[config.mk]
export PLATFORM = sky130hd
export DESIGN_NAME = serial_bit_feeder
export DESIGN_NICKNAME = d
export VERILOG_FILES = /design/src/rtl/serial_bit_feeder_pkg.sv /design/src/rtl/serial_feeder_shifter.sv /design/src/rtl/serial_bit_feeder.sv
export SDC_FILE = /design/constraint.sdc
export NUM_CORES = 1
export LEC_CHECK = 0
export ABC_AREA = 1
export ABC_CLOCK_PERIOD_IN_PS = 2200
export CORE_ASPECT_RATIO = 1.25
export CORE_MARGIN = 2
export CORE_UTILIZATION = 35
export CTS_CLUSTER_SIZE = 20
export DETAILED_ROUTE_END_ITERATION = 6
export HOLD_SLACK_MARGIN = 0.05
export SLEW_MARGIN = 20
export SYNTH_ARGS = -nofsm -noshare
export SYNTH_HDL_FRONTEND = slang
export SYNTH_SLANG_ARGS = --single-unit
[constraint.sdc]
create_clock -name clock0 -period 2.2 [get_ports clock0]
set_input_delay 0.66 -clock clock0 [delete_from_list [all_inputs] [get_ports clock0]]
set_output_delay 0.66 -clock clock0 [all_outputs]
set_load 0.005 [all_outputs]
[src/rtl/serial_bit_feeder_pkg.sv]
// Shared definitions for the serial-stream blocks: FSM encoding and default word width.
package serial_bit_feeder_pkg;

  localparam int unsigned DefaultWidth = 8;

  typedef enum logic {
    StIdle,
    StShift
  } feeder_state_e;

endpackage

[src/rtl/serial_feeder_shifter.sv]
// Shift register and bit counter for the serial feeder; selects bit order and flags the last bit.
module serial_feeder_shifter
  import serial_bit_feeder_pkg::*;
#(
  parameter int unsigned WIDTH     = DefaultWidth,
  parameter bit          MSB_FIRST = 1'b1
) (
  input  logic             clock0,
  input  logic             rst,
  input  logic             load,
  input  logic [WIDTH-1:0] load_word,
  input  logic             active,
  output logic             bit_out,
  output logic             frame_done
);

  localparam int unsigned     CntW    = $clog2(WIDTH);
  localparam logic [CntW-1:0] LastCnt = CntW'(WIDTH - 1);

  logic [WIDTH-1:0] shreg_q, shreg_d;
  logic [CntW-1:0]  cnt_q, cnt_d;

  assign frame_done = active && (cnt_q == LastCnt);
  assign bit_out    = MSB_FIRST ? shreg_q[WIDTH-1] : shreg_q[0];

  always_comb begin
    shreg_d = shreg_q;
    cnt_d   = cnt_q;
    if (load) begin
      shreg_d = load_word;
      cnt_d   = '0;
    end else if (active) begin
      shreg_d = MSB_FIRST ? {shreg_q[WIDTH-2:0], 1'b0} : {1'b0, shreg_q[WIDTH-1:1]};
      // Wrap explicitly so the counter never passes WIDTH-1 for non-power-of-two widths.
      cnt_d   = frame_done ? '0 : cnt_q + CntW'(1);
    end
  end

  always_ff @(posedge clock0 or posedge rst) begin
    if (rst) begin
      shreg_q <= '0;
      cnt_q   <= '0;
    end else begin
      shreg_q <= shreg_d;
      cnt_q   <= cnt_d;
    end
  end

endmodule

[src/rtl/serial_bit_feeder.sv]
// Parallel-to-serial feeder: ready/valid word input, one pending word of buffering, gapless output.
module serial_bit_feeder
  import serial_bit_feeder_pkg::*;
#(
  parameter int unsigned WIDTH     = DefaultWidth,
  parameter bit          MSB_FIRST = 1'b1,
  parameter bit          IDLE_BIT  = 1'b0
) (
  input  logic             clock0,
  input  logic             rst,
  input  logic [WIDTH-1:0] data_in,
  input  logic             data_valid,
  output logic             data_ready,
  output logic             serial_out,
  output logic             serial_valid,
  output logic             frame_done,
  output logic             underrun
);

  feeder_state_e    state_q, state_d;
  logic [WIDTH-1:0] pend_q, pend_d;
  logic             pend_full_q, pend_full_d;
  logic             underrun_q, underrun_d;

  logic             xfer;
  logic             load;
  logic [WIDTH-1:0] load_word;
  logic             active;
  logic             last;
  logic             shift_bit;

  // Ready depends only on registered state, so there is no path from data_valid.
  assign data_ready = !rst && !pend_full_q;
  assign xfer       = data_valid && data_ready;
  assign active     = (state_q == StShift);

  always_comb begin
    state_d     = state_q;
    pend_d      = pend_q;
    pend_full_d = pend_full_q;
    underrun_d  = 1'b0;
    load        = 1'b0;
    load_word   = data_in;
    unique case (state_q)
      StIdle: begin
        if (xfer) begin
          load    = 1'b1;
          state_d = StShift;
        end
      end
      StShift: begin
        if (last) begin
          if (pend_full_q) begin
            load        = 1'b1;
            load_word   = pend_q;
            pend_full_d = 1'b0;
          end else if (xfer) begin
            load = 1'b1;
          end else begin
            state_d    = StIdle;
            underrun_d = 1'b1;
          end
        end else if (xfer) begin
          pend_d      = data_in;
          pend_full_d = 1'b1;
        end
      end
    endcase
  end

  always_ff @(posedge clock0 or posedge rst) begin
    if (rst) begin
      state_q     <= StIdle;
      pend_q      <= '0;
      pend_full_q <= 1'b0;
      underrun_q  <= 1'b0;
    end else begin
      state_q     <= state_d;
      pend_q      <= pend_d;
      pend_full_q <= pend_full_d;
      underrun_q  <= underrun_d;
    end
  end

  serial_feeder_shifter #(
    .WIDTH    (WIDTH),
    .MSB_FIRST(MSB_FIRST)
  ) u_shifter (
    .clock0    (clock0),
    .rst       (rst),
    .load      (load),
    .load_word (load_word),
    .active    (active),
    .bit_out   (shift_bit),
    .frame_done(last)
  );

  assign serial_out   = active ? shift_bit : IDLE_BIT;
  assign serial_valid = active;
  assign frame_done   = last;
  assign underrun     = underrun_q;

endmodule
==> impl_metrics.toml, run 1 <==
[placed_design]
place_area_um2 = 1340
finalWeightedCongestion = 0.810
io_buffers = 15
hpwl_mm = 1.76

[layout]
fillers = 310
final_cell_mix = "35 x nand3_1, 29 x nand2_1, 22 x dfrtp_1"
mostFrequentLayoutCell = "nand3_1"
final_area_um2 = 1420
multi_input_area_um2 = 498
seqCellArea_um2 = 551
syn_to_final_growth_pct = 21.5
nets = 172
drive_gt1_share_pct = 13.3
antennaDiodeCount = 0

[timing]
fin_skew_ns = 0.00183
rsz0062_at_grt = "false"
hold_viol = 0
hold_slack_ns = 0.493
slew_headroom_pct = 68.5
drv_slew = 0
worst_pin_slew_ns = 0.473
fin_crit_ns = 2.17
finalCritPeriodShare_pct = 98.5
fmax_mhz = 461
setup_viol = 0

[worst_setup_path]
critPathMaxStageDelay_ns = 0.50
crit_chain = "clkdlybuf4s15_2 > nor2_8 > clkdlybuf4s50_1"
crit_slowest_cell = "clkdlybuf4s50_1"
crit_family = "buffers and inverters"
end_kind = "primary output"
crit_path_start_kind = "primary input"
worstPathArrival_ns = 1.51
critPathKind = "primary input to primary output"
crit_buf_inv = 2
critPathMaxFanout = 2
cp_data_required_time_ns = 1.54

[clock_tree]
clock-root-buffer = "clkbuf_8"
cts.htree.levels = 1
path_clk_slew_ns = 0.08
cts_made_buffers = 3
cts.path.max_buffers = 2
worstSkewPairLatency_ns = 0.26
clock_sinks = 22
cts_tree = "built"
cts_hold_buf = 0

[drt]
vias = 1001
postRouteWirelength_mm = 2.42
drt_iter0_markers = 27
firstDrtPassIters = 4
drtAntennaViolNets = 0
routed_via_density = 5.13
drc = 0
wl_per_cell_um = 12.4

[floorplan]
die_y_um = 68.5
design.core.area_um2 = 3190
initial_core_util_pct = 36.5
die-area_um2 = 3810
rows = 23
ios = 16
die_x_um = 55.6

[global_routing]
antenna_found_initial = 0
overflow = 0
grt_pass1_vias = 899
grt_pass1_wl_mm = 4.10
track_usage_pct = 13.7
grt_start_max_net_pins = 23

[status]
status = "completed"

[yosys]
synthDistinctLibCells = 19
synth_cells = 140
ys_seq_area_share_pct = 47.2
synth_area_um2 = 1170
synth-seq-cells = 22
synth_nets = 153
synth_area_per_cell_um2 = 8.33
ys_warn_count = 0

[pwr]
p_leak_nw = 0.727
power_density_nw_per_um2 = 1180
ir_worst_vdd_uv = 550
p_total_mw = 1.67

[run]
max_cap_viol_count = 0

[min_path]
hold_path_class = "register to register"
[cell families (layout without fill, tap and decap cells)]
kind of cell             after synthesis  in the layout  share of synthesized area (%)
adder cells (fa/ha/maj)                2              2                           2.15
AND/OR/NAND/NOR                       78             78                           34.8
buffers and inverters                 25             43                           10.3
AO/OA/AOI/OAI                         13             13                           5.58
flip-flops                            22             22                           47.2
[power breakdown]
group / leakage, nW / switching, mW / internal, mW
Combinational: 0.421 / 0.379 / 0.291
Sequential: 0.277 / 0.135 / 0.571
Clock: 0.0288 / 0.132 / 0.160
[metal layers]
layer	vias up	part of all wire, %	track usage (%)	routed length [um]
li1	501	-	-	-
met1	464	43	16.6	1050
met2	30	52	24.9	1250
met3	6	4.1	1.68	99
met4	0	1.2	5.49	28
met5	-	0	0	0
[timing repair]
| action | 4_1_cts | 5_1_grt |
|---|---|---|
| resized for setup | 5 | 0 |
| endpoints found under the hold margin | 0 | 0 |
| endpoints found under the setup margin | 2 | 0 |
| buffers inserted | 2 | 0 |
[worst register-to-register path: stages, from the launching register on]
cell	delay [ns]
dfrtp_1	0.54
buf_4	0.27
inv_2	0.13
or2_4	0.31
nand2_2	0.15
nand3_1	0.08
nand3_1	0.08
[sequential cells by signal, indices dropped and copies added (netlist names)]
signal / flops
u_shifter.cnt_q: 3
u_shifter.shreg_q: 8
underrun: 1
pend_full_q: 1
serial_valid: 1
pend_q: 8
[through the flow]
| stage | cells | utilization, % | TNS, ns | setup WS (ns) |
|---|---|---|---|---|
| 4_1_cts | 195 | 44.3 | 0 | 0.0257 |
| 2_1_floorplan | 140 | - | 0 | 0.490 |
| 5_1_grt | 195 | 44.3 | 0 | 0.0126 |
| 3_5_place_dp | 189 | 42.1 | -0.283 | -0.283 |
| 3_3_place_gp | 189 | 42.1 | -0.268 | -0.268 |
| 6_report | 195 | 44.3 | 0 | 0.0323 |
[path summary, 6_finish.rpt]
check / from / to / slack, ns / depth (start not counted)
worst max register to register: serial_valid / u_shifter.shreg_q[7] / 0.57 / 6
max in group asynchronous: rst / pend_q[2] / 1.40 / 3
worst min register to register: pend_q[0] / pend_q[0] / 0.49 / 2
min in group asynchronous: rst / u_shifter.cnt_q[2] / 0.58 / 3
worst max-delay path: rst / data_ready / 0.03 / 3
worst min-delay path: pend_q[0] / pend_q[0] / 0.49 / 2
[final cells by class]
type / count / area share, %
Sequential cell: 22 / 38.9
Multi-Input combinational cell: 93 / 35.2
Timing Repair Buffer: 22 / 14.3
Inverter: 17 / 4.51
Clock buffer: 4 / 3.89
Tap cell: 37 / 3.27
[Yosys cell counts, drive strengths merged]
| cell type | n | area [um2] |
|---|---|---|
| nand3 | 35 | 175 |
| nand2 | 33 | 139 |
| dfrtp | 22 | 551 |
| inv | 17 | 63.8 |
| o21ai | 13 | 65.1 |
| buf | 7 | 52.5 |
| nand4 | 7 | 58.8 |
| ha | 2 | 25.0 |
| nor2 | 2 | 23.8 |
| clkbuf | 1 | 3.75 |
| or2 | 1 | 8.76 |
No activity file was read; power rests on OpenSTA's default activity.
==> run 2, diff against run 1 <==
- ABC_CLOCK_PERIOD_IN_PS: 2200 -> 2000
- clock period: 2.2 -> 2 ns (I/O delays scaled with it)
==> impl_metrics.toml, run 2 (synthesized netlist as in run 1, its figures left out) <==
[worst_setup_path]
critPathMaxStageDelay_ns = 0.39
crit_buf_inv = 2
crit_chain = "ha_2 > ha_4 > nand2_4 > inv_2 > clkdlybuf4s15_1"
crit_family = "flip-flops"
end_kind = "primary output"
worstPathArrival_ns = 1.31
critPathMaxFanout = 2
crit_slowest_cell = "dfrtp_1"
crit_path_start_kind = "register"
r2r_setup_slack_ns = 0.37
cp_data_required_time_ns = 1.40
critPathKind = "register to primary output"

[timing]
fmax_mhz = 523
fin_crit_ns = 1.91
hold_viol = 0
fin_skew_ns = 0.00500
worst_pin_slew_ns = 0.288
drv_slew = 0
rsz0062_at_grt = "false"
setup_viol = 0
slew_headroom_pct = 80.8
finalCritPeriodShare_pct = 95.7

[layout]
mostFrequentLayoutCell = "nand3_1"
syn_to_final_growth_pct = 27.4
seqCellArea_um2 = 552
final_area_um2 = 1490
final_cell_mix = "35 x nand3_1, 29 x nand2_1, 21 x dfrtp_1"
multi_input_area_um2 = 515
nets = 177
antennaDiodeCount = 0
drive_gt1_share_pct = 17.8
fillers = 305
top_regs = "pend_q x8, u_shifter.shreg_q x8, u_shifter.cnt_q x3"

[placed_design]
hpwl_mm = 1.74
finalWeightedCongestion = 0.802
io_buffers = 15
place_area_um2 = 1370

[drt]
drtAntennaViolNets = 0
drc = 0
drt_iter0_markers = 40
routed_via_density = 4.94
postRouteWirelength_mm = 2.42
firstDrtPassIters = 4
vias = 987
wl_per_cell_um = 12.1

[global_routing]
antenna_found_initial = 0
grt_pass1_vias = 1003
grtUsageMet3_pct = 1.87
busiest_layer = "met2"
overflow = 0
track_usage_pct = 14.7
grt_pass1_wl_mm = 4.38
grt_start_max_net_pins = 23
met2_usage_pct = 26.8
gr-usage-met1_pct = 17.3

[floorplan]
die_y_um = 68.5
design.core.area_um2 = 3190
die-area_um2 = 3810
die_x_um = 55.6
ios = 16
initial_core_util_pct = 36.5
rows = 23

[pwr]
p_leak_nw = 0.755
ir_worst_vdd_uv = 726
power_density_nw_per_um2 = 1300
p_total_mw = 1.93

[clock_tree]
cts_hold_buf = 0
clock_sinks = 22
path_clk_slew_ns = 0.08
cts.path.max_buffers = 2
worstSkewPairLatency_ns = 0.26
cts_made_buffers = 3
clock-root-buffer = "clkbuf_8"
cts.htree.levels = 1
cts_tree = "built"

[min_path]
hold_path_class = "register to register"

[run]
max_cap_viol_count = 0

[status]
status = "completed"
## run 2: worst register-to-register path, delay by kind of cell, from the launching register on
family                     cells  cell delay [ns]
adders and majority gates      2             0.37
DFF                            1             0.39
buffers and inverters          1             0.16
and+or+nand+nor                4             0.65
## run 2: worst paths after layout
path	from	endpoint	cells after the start
setup / recovery	u_shifter.cnt_q[1]	frame_done	5
hold / removal	pend_q[2]	pend_q[2]	2
setup reg to reg	u_shifter.cnt_q[1]	u_shifter.shreg_q[2]	7
hold reg to reg	pend_q[2]	pend_q[2]	2
max in group asynchronous	rst	serial_valid	3
min in group asynchronous	rst	pend_q[7]	3
## run 2: final cells by class
cell class | count | area share, %
clock buffers | 4 | 3.71
flip-flops and latches | 22 | 37.2
inverters | 17 | 4.30
multi-input cells | 93 | 34.7
repair buffers | 27 | 17.0
well taps | 37 | 3.12
## run 2: report_power, final
group	switching (mW)	internal, mW
Clock	0.140	0.175
Sequential	0.119	0.631
Combinational	0.468	0.392
Total	0.727	1.20
## run 2: routing by layer
layer  vias up  routed length (um)
met1       462                1040
li1        511                   -
met4         0                  18
met3         2                  73
met5         -                   0
met2        12                1290
## run 2: metrics by stage
| stage | worst slack [ns] | TNS, ns | hold WS, ns | util (%) | cells |
|---|---|---|---|---|---|
| global route | 0.0267 | 0 | 0.515 | 46.5 | 200 |
| global placement | -0.341 | -0.341 | 0.469 | 42.8 | 192 |
| detailed placement | -0.356 | -0.356 | 0.475 | 42.8 | 192 |
| finish | 0.0870 | 0 | 0.493 | 46.5 | 200 |
| CTS | 0.00839 | 0 | 0.496 | 45.2 | 197 |
| floorplan | 0.350 | 0 | 0.452 | - | 140 |
## run 2: what timing repair did
action / 4_1_cts / 5_1_grt
setup buffers: 1 / 3
gates resized for setup: 10 / 2
pin swaps: 0 / 1
endpoints found under the setup margin: 3 / 2
